[src/rtl/mem_ctrl.sv]
// mem_ctrl: byte-serial controller sharing one 8-bit RAM port between instruction fetch and
// load/store traffic. Little-endian assembly/disassembly, one-cycle done pulse per requester.
module mem_ctrl #(
  parameter int unsigned ADDR_WIDTH = 32
) (
  input  logic                  clk,
  input  logic                  rst,
  input  logic                  rdy,
  input  logic                  if_req_i,
  input  logic [ADDR_WIDTH-1:0] if_addr_i,
  input  logic                  if_flush_i,
  output logic                  if_done_o,
  output logic [31:0]           if_data_o,
  input  logic                  mem_req_i,
  input  logic                  mem_we_i,
  input  logic [1:0]            mem_size_i,
  input  logic [ADDR_WIDTH-1:0] mem_addr_i,
  input  logic [31:0]           mem_wdata_i,
  output logic                  mem_done_o,
  output logic [31:0]           mem_rdata_o,
  input  logic [7:0]            ram_din_i,
  output logic [7:0]            ram_dout_o,
  output logic [ADDR_WIDTH-1:0] ram_addr_o,
  output logic                  ram_wr_o,
  output logic                  busy_o
);

  typedef enum logic [2:0] {StIdle, StIfRd, StMemRd, StMemWr, StDone} state_e;

  state_e                state_q, state_d;
  logic [2:0]            cnt_q, cnt_d;
  logic [2:0]            nbytes_q, nbytes_d;
  logic [ADDR_WIDTH-1:0] addr_q, addr_d;
  logic [31:0]           wdata_q, wdata_d;
  logic                  is_if_q, is_if_d;
  logic [31:0]           asm_q, asm_d;
  logic [31:0]           if_data_q, if_data_d;
  logic [31:0]           mem_rdata_q, mem_rdata_d;
  logic                  rd_vld_q, rd_vld_d;
  logic [1:0]            rd_idx_q, rd_idx_d;
  logic                  reading, issuing;

  always_comb begin
    state_d     = state_q;
    cnt_d       = cnt_q;
    nbytes_d    = nbytes_q;
    addr_d      = addr_q;
    wdata_d     = wdata_q;
    is_if_d     = is_if_q;
    if_data_d   = if_data_q;
    mem_rdata_d = mem_rdata_q;
    asm_d       = asm_q;
    ram_addr_o  = '0;
    ram_dout_o  = '0;
    ram_wr_o    = 1'b0;
    if_done_o   = 1'b0;
    mem_done_o  = 1'b0;

    reading  = (state_q == StIfRd) || (state_q == StMemRd);
    issuing  = reading && (cnt_q < nbytes_q);
    // Track the byte index on the bus every cycle, stalled or not, so the byte returned for
    // the address held during a stall always lands in the right lane.
    rd_vld_d = issuing;
    rd_idx_d = cnt_q[1:0];
    if (reading && rd_vld_q) asm_d[{rd_idx_q, 3'b000} +: 8] = ram_din_i;
    if (issuing) ram_addr_o = addr_q + ADDR_WIDTH'(cnt_q);

    unique case (state_q)
      StIdle: begin
        if (rdy) begin
          if (mem_req_i) begin
            state_d  = mem_we_i ? StMemWr : StMemRd;
            is_if_d  = 1'b0;
            addr_d   = mem_addr_i;
            wdata_d  = mem_wdata_i;
            nbytes_d = (mem_size_i == 2'b00) ? 3'd1 : (mem_size_i == 2'b01) ? 3'd2 : 3'd4;
            cnt_d    = '0;
            asm_d    = '0;
          end else if (if_req_i && !if_flush_i) begin
            state_d  = StIfRd;
            is_if_d  = 1'b1;
            addr_d   = if_addr_i;
            nbytes_d = 3'd4;
            cnt_d    = '0;
            asm_d    = '0;
          end
        end
      end
      StIfRd, StMemRd: begin
        if (rdy) begin
          if ((state_q == StIfRd) && if_flush_i) begin
            state_d = StIdle;
            cnt_d   = '0;
          end else if (cnt_q == nbytes_q) begin
            state_d = StDone;
            if (is_if_q) if_data_d = asm_d;
            else         mem_rdata_d = asm_d;
          end else begin
            cnt_d = cnt_q + 3'd1;
          end
        end
      end
      StMemWr: begin
        ram_addr_o = addr_q + ADDR_WIDTH'(cnt_q);
        ram_dout_o = wdata_q[{cnt_q[1:0], 3'b000} +: 8];
        ram_wr_o   = rdy;
        if (rdy) begin
          if (cnt_q == nbytes_q - 3'd1) state_d = StDone;
          else                          cnt_d   = cnt_q + 3'd1;
        end
      end
      StDone: begin
        if_done_o  = rdy && is_if_q;
        mem_done_o = rdy && !is_if_q;
        if (rdy) begin
          state_d = StIdle;
          cnt_d   = '0;
        end
      end
      default: state_d = StIdle;
    endcase
  end

  always_ff @(posedge clk) begin
    if (rst) begin
      state_q     <= StIdle;
      cnt_q       <= '0;
      nbytes_q    <= '0;
      addr_q      <= '0;
      wdata_q     <= '0;
      is_if_q     <= 1'b0;
      asm_q       <= '0;
      if_data_q   <= '0;
      mem_rdata_q <= '0;
      rd_vld_q    <= 1'b0;
      rd_idx_q    <= '0;
    end else begin
      state_q     <= state_d;
      cnt_q       <= cnt_d;
      nbytes_q    <= nbytes_d;
      addr_q      <= addr_d;
      wdata_q     <= wdata_d;
      is_if_q     <= is_if_d;
      asm_q       <= asm_d;
      if_data_q   <= if_data_d;
      mem_rdata_q <= mem_rdata_d;
      rd_vld_q    <= rd_vld_d;
      rd_idx_q    <= rd_idx_d;
    end
  end

  assign if_data_o   = if_data_q;
  assign mem_rdata_o = mem_rdata_q;
  assign busy_o      = (state_q != StIdle);

endmodule

[config.mk]
export PLATFORM = sky130hd
export DESIGN_NAME = mem_ctrl
export DESIGN_NICKNAME = d
export VERILOG_FILES = /design/src/rtl/mem_ctrl.sv
export SDC_FILE = /design/constraint.sdc
export NUM_CORES = 1
export LEC_CHECK = 0
export CORE_MARGIN = 2
export CORE_UTILIZATION = 35
export CTS_CLUSTER_SIZE = 16
export DETAILED_ROUTE_END_ITERATION = 16
export PLACE_DENSITY = 0.58
export SYNTH_ARGS = -nofsm -noshare
export SYNTH_HDL_FRONTEND = slang
export SYNTH_SLANG_ARGS = --single-unit
[constraint.sdc]
create_clock -name clk -period 4.4 [get_ports clk]
set_clock_uncertainty 0.2 [all_clocks]
set_input_delay 0.88 -clock clk [delete_from_list [all_inputs] [get_ports clk]]
set_output_delay 0.88 -clock clk [all_outputs]
set_load 0.02 [all_outputs]
# Word level (Yosys, flattened, before mapping)

Index checks and enable logic that the tools add are counted.
Widths: inputs -> output; s select.

Register bits after elaboration: 173
Input bits: 113
Output and inout port bits: 108
Logic and storage cells: 98

Add/subtract/negate cells: 4
$lt $le $gt $ge: 1
Eq/ne operators: 16
Shift-type cells: 3
Muxes and demuxes: 40
Bitwise gates (word level): 2
Reduce and logical (&&, ||, !) cells: 21

Operator list:

| kind                   | count |
|---|---|
| $mux 32                | 9 |
| $mux 3                 | 21 |
| $add 32x3->32          | 1 |
| $bwmux 32              | 1 |
| $shift 8x7->32 const A | 1 |
| $shiftx 32x6->8        | 1 |
| $shiftx 8x7->32        | 1 |
| $pmux 3 s4             | 2 |
| $ne 2x2->1 const B     | 6 |
| $reduce_and 5->1       | 2 |
| $ne 3x3->1 const B     | 3 |
| $mux 8                 | 1 |
| $reduce_and 8->1       | 1 |
| $neg 5->7              | 1 |
| $reduce_and 7->1       | 1 |
| $eq 3x2->1 const B     | 2 |
| $eq 3x3->1             | 2 |
| $logic_and 1x1->1      | 6 |
| $mux 1                 | 6 |
| $reduce_and 3->1       | 2 |
| $reduce_bool 4->1      | 1 |
| $add 3x1->3 const B    | 1 |
| $eq 3x1->1 const B     | 1 |
| $eq 3x3->1 const B     | 1 |
| other kinds (11)       | 13 |

# Logic depth before layout (Yosys ltp)

Gate-level depths: netlist of the first run.

Word-level depth: 8
Gate-level depth with buffers: 9
Mapped depth without buffers: 7

# Worst setup path after synthesis of the first run

No wires, ideal clock.

Path kind: reg-to-output
Start point: register cnt_q[0]
End point: output port ram_addr_o[20]
Arrival: 2.063 ns
Required time: 3.320 ns
Path slack: 1.257 ns
Stages on the path, launching flop included: 8
Buffers on the path: 0
Path through: dfxtp_1 ha_1 fa_1 a21oi_1 nor4_4 nand3_1 or3_1 a21oi_1

Longest elaborated chain between the ends: 4
Elaborated cells between the ends (all ways): 5
Those cells by class: add/sub (1); order compare (1); mux (2); reduce/logical (1)

RTL lines:

| element                                               | RTL line | source |
|---|---|---|
| from (decl)                                           | 31       | `logic [2:0] cnt_q, cnt_d;` |
| from (signal assigned)                                | 139      | `cnt_q <= cnt_d;` |
| branches (longest 3 deep; another with $add 32x3->32) | n/a      |  |
| $mux 32 *                                             | 68       | `unique case (state_q)` |
| to (decl)                                             | 23       | `output logic [ADDR_WIDTH-1:0] ram_addr_o,` |

Mark *: on every way between the ends.

# Worst setup path after layout of the first run

Start point: register cnt_q[2]
End point: output port ram_addr_o[26]

The elaborated chain is that of the path after synthesis.

==> reports/results.tsv, run 1 <==
metric	value	unit
status	finished, final reports clean	
Buf/Inv on CP	1	
PD cells	360	mW/mm^2
clock root cell	clkbuf_16	
Initial Util	0.354	
slowest stage delay, CP	0.64	ns
Net Count, Synth	980	
number of buffers added on ports	220	
Synth top area share	0.436	
Tcrit/Tclk final	0.955	
Flop pwr share	0.441	
Die Width	155	um
ys async rst share	0	
worst slew pin tran	1.01	ns
total core area	0.0224	mm^2
Worst R2R Path Depth	7	
WL/cell	15.7	um
Yosys warning total	0	
CP max stage cell	clkdlybuf4s50_1	
Syn Inst Count	853	
maxcap violations	0	
fraction of layout cells with a size suffix above 1	0.0924	
crit-path leading delay family	simple AND/OR/NAND/NOR gates	
Num CTS Buffers	17	
Slew Viols, Final	0	
most used cell, CP	a21oi_1	
sw power	1130	uW
clk_lat worst skew	0.42	ns
largest net degree at the start of global routing	71	
number of flops mapped to enable cells by yosys	0	
GP Congestion	0.826	
DIE AREA	0.0239	mm^2
Util after Layout	0.489	
Sinks on Clock Net	173	
DRC	0	
r2r startpoint	cnt_q[0]	
Multi-input gate area	0.00417	mm^2
Placement Rows	55	
clock tree buffer depth	2	
initial antenna violation count	1	
CTS tree	done	
crit path cell chain	ha_1, a21oi_1, nor4_4, nand3_1, or3_1, a21oi_1, clkdlybuf4s50_1	
post-route ant nets	0	
HPWL Detailed	15.1	mm
DR vias/cell	4.94	
clock power share	0.386	
leakage	0.00410	uW
post-route design area	0.0110	mm^2
CP arrival	3.12	ns
Reg clk slew, reported paths	0.07	ns
# setup viols final	0	
Post-DP Area	0.0103	mm^2
register area	0.00346	mm^2
reg-to-reg critical path endpoint	nbytes_q[1]	
RSZ-0062 raised after global routing	false	
DRT iter0 DRCs	290	
Combinational Power Share	0.173	
synth unique cells	56	
routed wire length	21.2	mm
vias	6648	
dominant synthesized flop cell	dfxtp_1	
largest cells by area after synthesis	dfxtp_1 (44%), nor2_1 (9.4%), mux2i_1 (8.3%)	
crit start category	register	
Critical Path Sink Type	output port	
HP Class	register to register	
first-pass GRT wire length	33.3	mm
total gr overflow	0	
worst relative slew slack	0.326	
synthesis-to-finish area growth	38.3	%
Seq/Total Area, Yosys	0.436	
Fmax	0.238	GHz
CP required	3.32	ns
Hold-fix buffers, CTS	0	
Avg Inst Size Synth	9.31	um^2
# nets final	1175	
Int Pwr	2830	uW
Crit path depth	7	
synthesized flop and latch total	173	
crit path time final	4.20	ns
CP Max Fanout	8	
VDD IR max	0.243	mV
Yosys top cell by area	dfxtp_1	
Die H	155	um
FF-to-FF setup slack	1.33	ns
Worst Setup EP	ram_addr_o[26]	
switch share	0.285	
Post-Synthesis Cell Area	0.00794	mm^2
Setup crit start	cnt_q[2]	
Fin. Hold Viols	0	
boundary pin count	221	
drt first pass iters	4	
number of global-route vias before repair	6157	
# H-tree levels	4	
kind of critical path	register to output port	
TNS Setup	0	ns
Total GRT Usage	0.176	
fillers	2168	
Worst Setup Slack, final	0.200	ns
pre-CTS setup slack	0.657	ns
[per-stage QoR]
stage	std cells	hold WS, ns	power, uW
floorplan	853	0.258	2190
global placement	1312	0.275	2470
detailed placement	1312	0.281	2470
CTS	1344	0.298	4020
global route	1347	0.318	4150
finish	1347	0.293	3960
[how the worst min path moves through the flow]
| stage | start | endpoint | slack, ns | cells after the start |
|---|---|---|---|---|
| floorplan | wdata_q[16] | wdata_q[16] | 0.26 | 2 |
| global placement | wdata_q[21] | wdata_q[21] | 0.28 | 2 |
| detailed placement | wdata_q[17] | wdata_q[17] | 0.28 | 2 |
| CTS | wdata_q[17] | wdata_q[17] | 0.30 | 2 |
| global route | wdata_q[17] | wdata_q[17] | 0.32 | 2 |
| finish | wdata_q[17] | wdata_q[17] | 0.29 | 2 |
[cells in the mapped netlist, types with 12 or more instances]
library cell	n
xor2_1	15
a211oi_1	69
nand2_1	12
nand3_1	14
a21oi_1	43
a211oi_2	28
nor2b_1	14
dfxtp_1	173
clkbuf_1	35
inv_1	14
and3_1	35
ha_1	13
nor2_1	199
mux2i_1	66
[power by group through the flow]
| stage | registers (uW) | logic (uW) | clock network (uW) |
|---|---|---|---|
| CTS | 1750 | 693 | 1580 |
| detailed placement | 1780 | 690 | 0 |
| global route | 1760 | 747 | 1640 |
| global placement | 1780 | 688 | 0 |
| finish | 1750 | 683 | 1530 |
| floorplan | 1790 | 395 | 0 |
[what timing repair did]
item                       CTS  global route
gates resized for setup      0             1
setup buffers                0             2
setup endpoints to repair    0             4
[layout make-up]
class                   instances  share of cell area
multi-input cells             609               0.380
flip-flops and latches        173               0.316
repair buffers                233               0.211
clock buffers                  18              0.0400
well taps                     285              0.0325
clock inverters                14              0.0158
inverters                      14             0.00479
diodes                          1            0.000228
[worst register-to-register path, stage by stage, from the launching register on]
cell      delay [ns]
dfxtp_1         0.34
buf_4           0.25
inv_1           0.10
ha_1            0.33
nand3_1         0.18
a2111o_2        0.87
or4b_1          0.62
o31ai_1         0.08
[flip-flops by register name, indices dropped and copies added, names as in the netlist]
register / flops
rd_idx_q: 2
nbytes_q: 3
is_if_q: 1
asm_q: 32
addr_q: 32
if_data_o: 32
state_q: 3
cnt_q: 3
wdata_q: 32
mem_rdata_o: 32
rd_vld_q: 1
[layout by cell type, fill, tap and decap left out, drive strengths merged, types with 2 or more instances in the layout]
cell | synthesis | layout
clkdlybuf4s50 | 0 | 217
and2 | 4 | 4
nor4 | 2 | 2
nand3 | 14 | 14
and3 | 35 | 35
nor3 | 9 | 9
buf | 22 | 15
mux4 | 8 | 8
ha | 13 | 13
xor2 | 15 | 15
a21o | 2 | 2
mux2i | 66 | 66
o221a | 2 | 2
o21ai | 10 | 10
nor3b | 5 | 5
inv | 14 | 20
clkinv | 0 | 6
nor2 | 199 | 199
nor4b | 2 | 2
xnor2 | 11 | 11
nor2b | 14 | 14
nand4 | 9 | 9
nand2 | 12 | 12
clkbuf | 35 | 18
dfxtp | 173 | 173
a211oi | 97 | 97
and4 | 4 | 4
a21oi | 43 | 43
and4bb | 3 | 3
or3 | 8 | 8
[kinds of logic (layout without fill, tap and decap cells)]
family | after synthesis | count (layout) | share of synthesized area
flip-flops | 173 | 173 | 0.436
AND/OR/NAND/NOR | 327 | 327 | 0.201
multiplexers | 75 | 75 | 0.107
XOR/XNOR | 27 | 27 | 0.0317
other | 0 | 1 | 0
adder cells (fa/ha/maj) | 14 | 14 | 0.0230
AO/OA/AOI/OAI | 166 | 166 | 0.161
buffers and inverters | 71 | 279 | 0.0400
[per-layer routing]
metal / vias to the layer above / part of all wire / GRT usage
met3: 15 / 0.050 / 0.0446
met5: - / 0 / 0
met4: 0 / 0.010 / 0.0441
met1: 3036 / 0.48 / 0.239
li1: 3428 / - / -
met2: 169 / 0.46 / 0.279
Power figures use the tool's default switching activity.
==> run 2: changes to the inputs <==
--- a/config.mk
+++ b/config.mk
@@ -10,6 +10,8 @@
 export CTS_CLUSTER_SIZE = 16
 export DETAILED_ROUTE_END_ITERATION = 16
 export PLACE_DENSITY = 0.58
+export RECOVER_POWER = 25
 export SYNTH_ARGS = -nofsm -noshare
 export SYNTH_HDL_FRONTEND = slang
 export SYNTH_SLANG_ARGS = --single-unit
+export TNS_END_PERCENT = 30
==> run 2 against run 1 <==
  * The flow now finishes with violations (max-capacitance violations, max-slew violations)
  * Die area is the same
  * First-iteration DRC count shrank 3.1%
  * Worst setup slack gained 0.00087 ns
  * Utilization shrank 0.073 points
  * Critical path depth is the same
  * Final cell count is the same
  * Sequential power is essentially flat
  * Non-clock buffer count is the same
  * Sequential share of layout area is essentially flat
  * Register-to-register slack lost 0.02 ns
  * Fmax is essentially flat
  * Critical endpoint unchanged
  * Largest cell class unchanged
  * Highest routed layer unchanged
==> reports/results.tsv, run 2 (same netlist as run 1, synthesis figures left out) <==
metric	value	unit
Num CTS Buffers	17	
total gr overflow	0	
total core area	0.0224	mm^2
TNS Setup	0	ns
DRC	0	
PD cells	360	mW/mm^2
final instance count without filler cells	1347	
clock root cell	clkbuf_16	
routed wire length	21.2	mm
CTS tree	done	
vias	6668	
post-CTS sizing	0	
Critical Path Sink Type	output port	
Total GRT Usage	0.176	
CP max stage cell	clkdlybuf4s50_1	
Tcrit/Tclk final	0.954	
most used cell, CP	a21oi_1	
placed insts	1312	
synthesis-to-finish area growth	38.1	%
Slew Viols, Final	97	
GP Congestion	0.826	
slowest stage delay, CP	0.64	ns
CP arrival	3.12	ns
fraction of layout cells with a size suffix above 1	0.0895	
CP Max Fanout	8	
# setup viols final	0	
Placement Rows	55	
Sinks on Clock Net	173	
DIE AREA	0.0239	mm^2
first-pass GRT wire length	33.3	mm
# nets final	1175	
post-route ant nets	0	
number of buffers added on ports	220	
Die H	155	um
CP required	3.32	ns
fillers	2170	
Min Hold Slack	0.292	ns
pre-CTS setup slack	0.657	ns
boundary pin count	221	
worst slew pin tran	1.62	ns
Die Width	155	um
largest net degree at the start of global routing	71	
crit start category	register	
Reg clk slew, reported paths	0.07	ns
# H-tree levels	4	
drt first pass iters	5	
VDD IR max	0.243	mV
HP Class	register to register	
kind of critical path	register to output port	
crit path cell chain	ha_1, a21oi_1, nor4_4, nand3_1, or3_1, a21oi_1, clkdlybuf4s50_1	
WL/cell	15.7	um
commonest non-fill, non-tap cells in the layout	nor2_1 (198), dfxtp_1 (173), clkdlybuf4s50_1 (166), a211oi_1 (69), mux2i_1 (66)	
leakage	0.00425	uW
Buf/Inv on CP	1	
initial antenna violation count	1	
number of global-route vias before repair	6157	
DR vias/cell	4.95	
DRT iter0 DRCs	281	
crit-path leading delay family	simple AND/OR/NAND/NOR gates	
HPWL Detailed	15.1	mm
Multi-input gate area	0.00417	mm^2
Initial Util	0.354	
Hold-fix buffers, CTS	0	
clk_lat worst skew	0.42	ns
RSZ-0062 raised after global routing	true	
crit path time final	4.20	ns
failing checks	max-capacitance violations, max-slew violations	
Worst Setup Slack, final	0.201	ns
status	complete, but fails checks	
maxcap violations	2	
most common cell after layout, fill and taps aside	nor2_1	
clock tree buffer depth	2	
register area	0.00346	mm^2
Fmax	0.238	GHz
worst relative slew slack	-0.0825	
Fin. Hold Viols	0	
run 2: path summary, 6_finish.rpt:
kind | from | end | slack, ns | cells past startpoint
worst max-delay path | cnt_q[2] | ram_addr_o[26] | 0.20 | 7
worst min-delay path | wdata_q[17] | wdata_q[17] | 0.29 | 2
worst max register to register | cnt_q[0] | nbytes_q[1] | 1.31 | 7
worst min register to register | wdata_q[17] | wdata_q[17] | 0.29 | 2
run 2: worst min-delay path: cells and delay by family (launching register included):
| family | cells | cell delay, ns |
|---|---|---|
| DFF | 1 | 0.33 |
| and+or+nand+nor | 1 | 0.07 |
| muxes | 1 | 0.07 |
run 2: final cells by class:
type | instances | share of cell area
Sequential cell | 173 | 0.316
Inverter | 14 | 0.00479
Antenna cell | 1 | 0.000228
Multi-Input combinational cell | 609 | 0.380
Clock inverter | 14 | 0.0159
Clock buffer | 18 | 0.0401
Tap cell | 285 | 0.0325
Timing Repair Buffer | 233 | 0.211
run 2: report_power, final:
group	total [uW]	switching (uW)	internal [uW]	leakage (uW)
sequential	1750	81.8	1660	0.00141
combinational	672	346	326	0.00255
clock	1530	697	829	0.000297
total	3940	1120	2820	0.00425
run 2: what timing repair did:
| action | in CTS | in global routing |
|---|---|---|
| endpoints found under the setup margin | 0 | 4 |
| endpoints found under the hold margin | 0 | 0 |
| buffers inserted | 0 | 2 |
run 2: stage by stage:
stage          power [uW]  cell area, um^2   util
6_report             3940            11000  0.489
5_1_grt              4140            11000  0.489
4_1_cts              4020            11000  0.488
3_5_place_dp         2470            10300  0.461
3_3_place_gp         2470            10300  0.461
2_1_floorplan        2190             7940      -
run 2: layer usage:
| metal | up-vias | global-route usage | part of all wire | wire length (um) |
|---|---|---|---|---|
| met5 | - | 0 | 0 | 0 |
| met4 | 0 | 0.0441 | 0.0081 | 172 |
| met3 | 12 | 0.0446 | 0.043 | 917 |
| met2 | 161 | 0.279 | 0.47 | 9860 |
| met1 | 3063 | 0.239 | 0.48 | 10200 |
| li1 | 3432 | - | - | - |
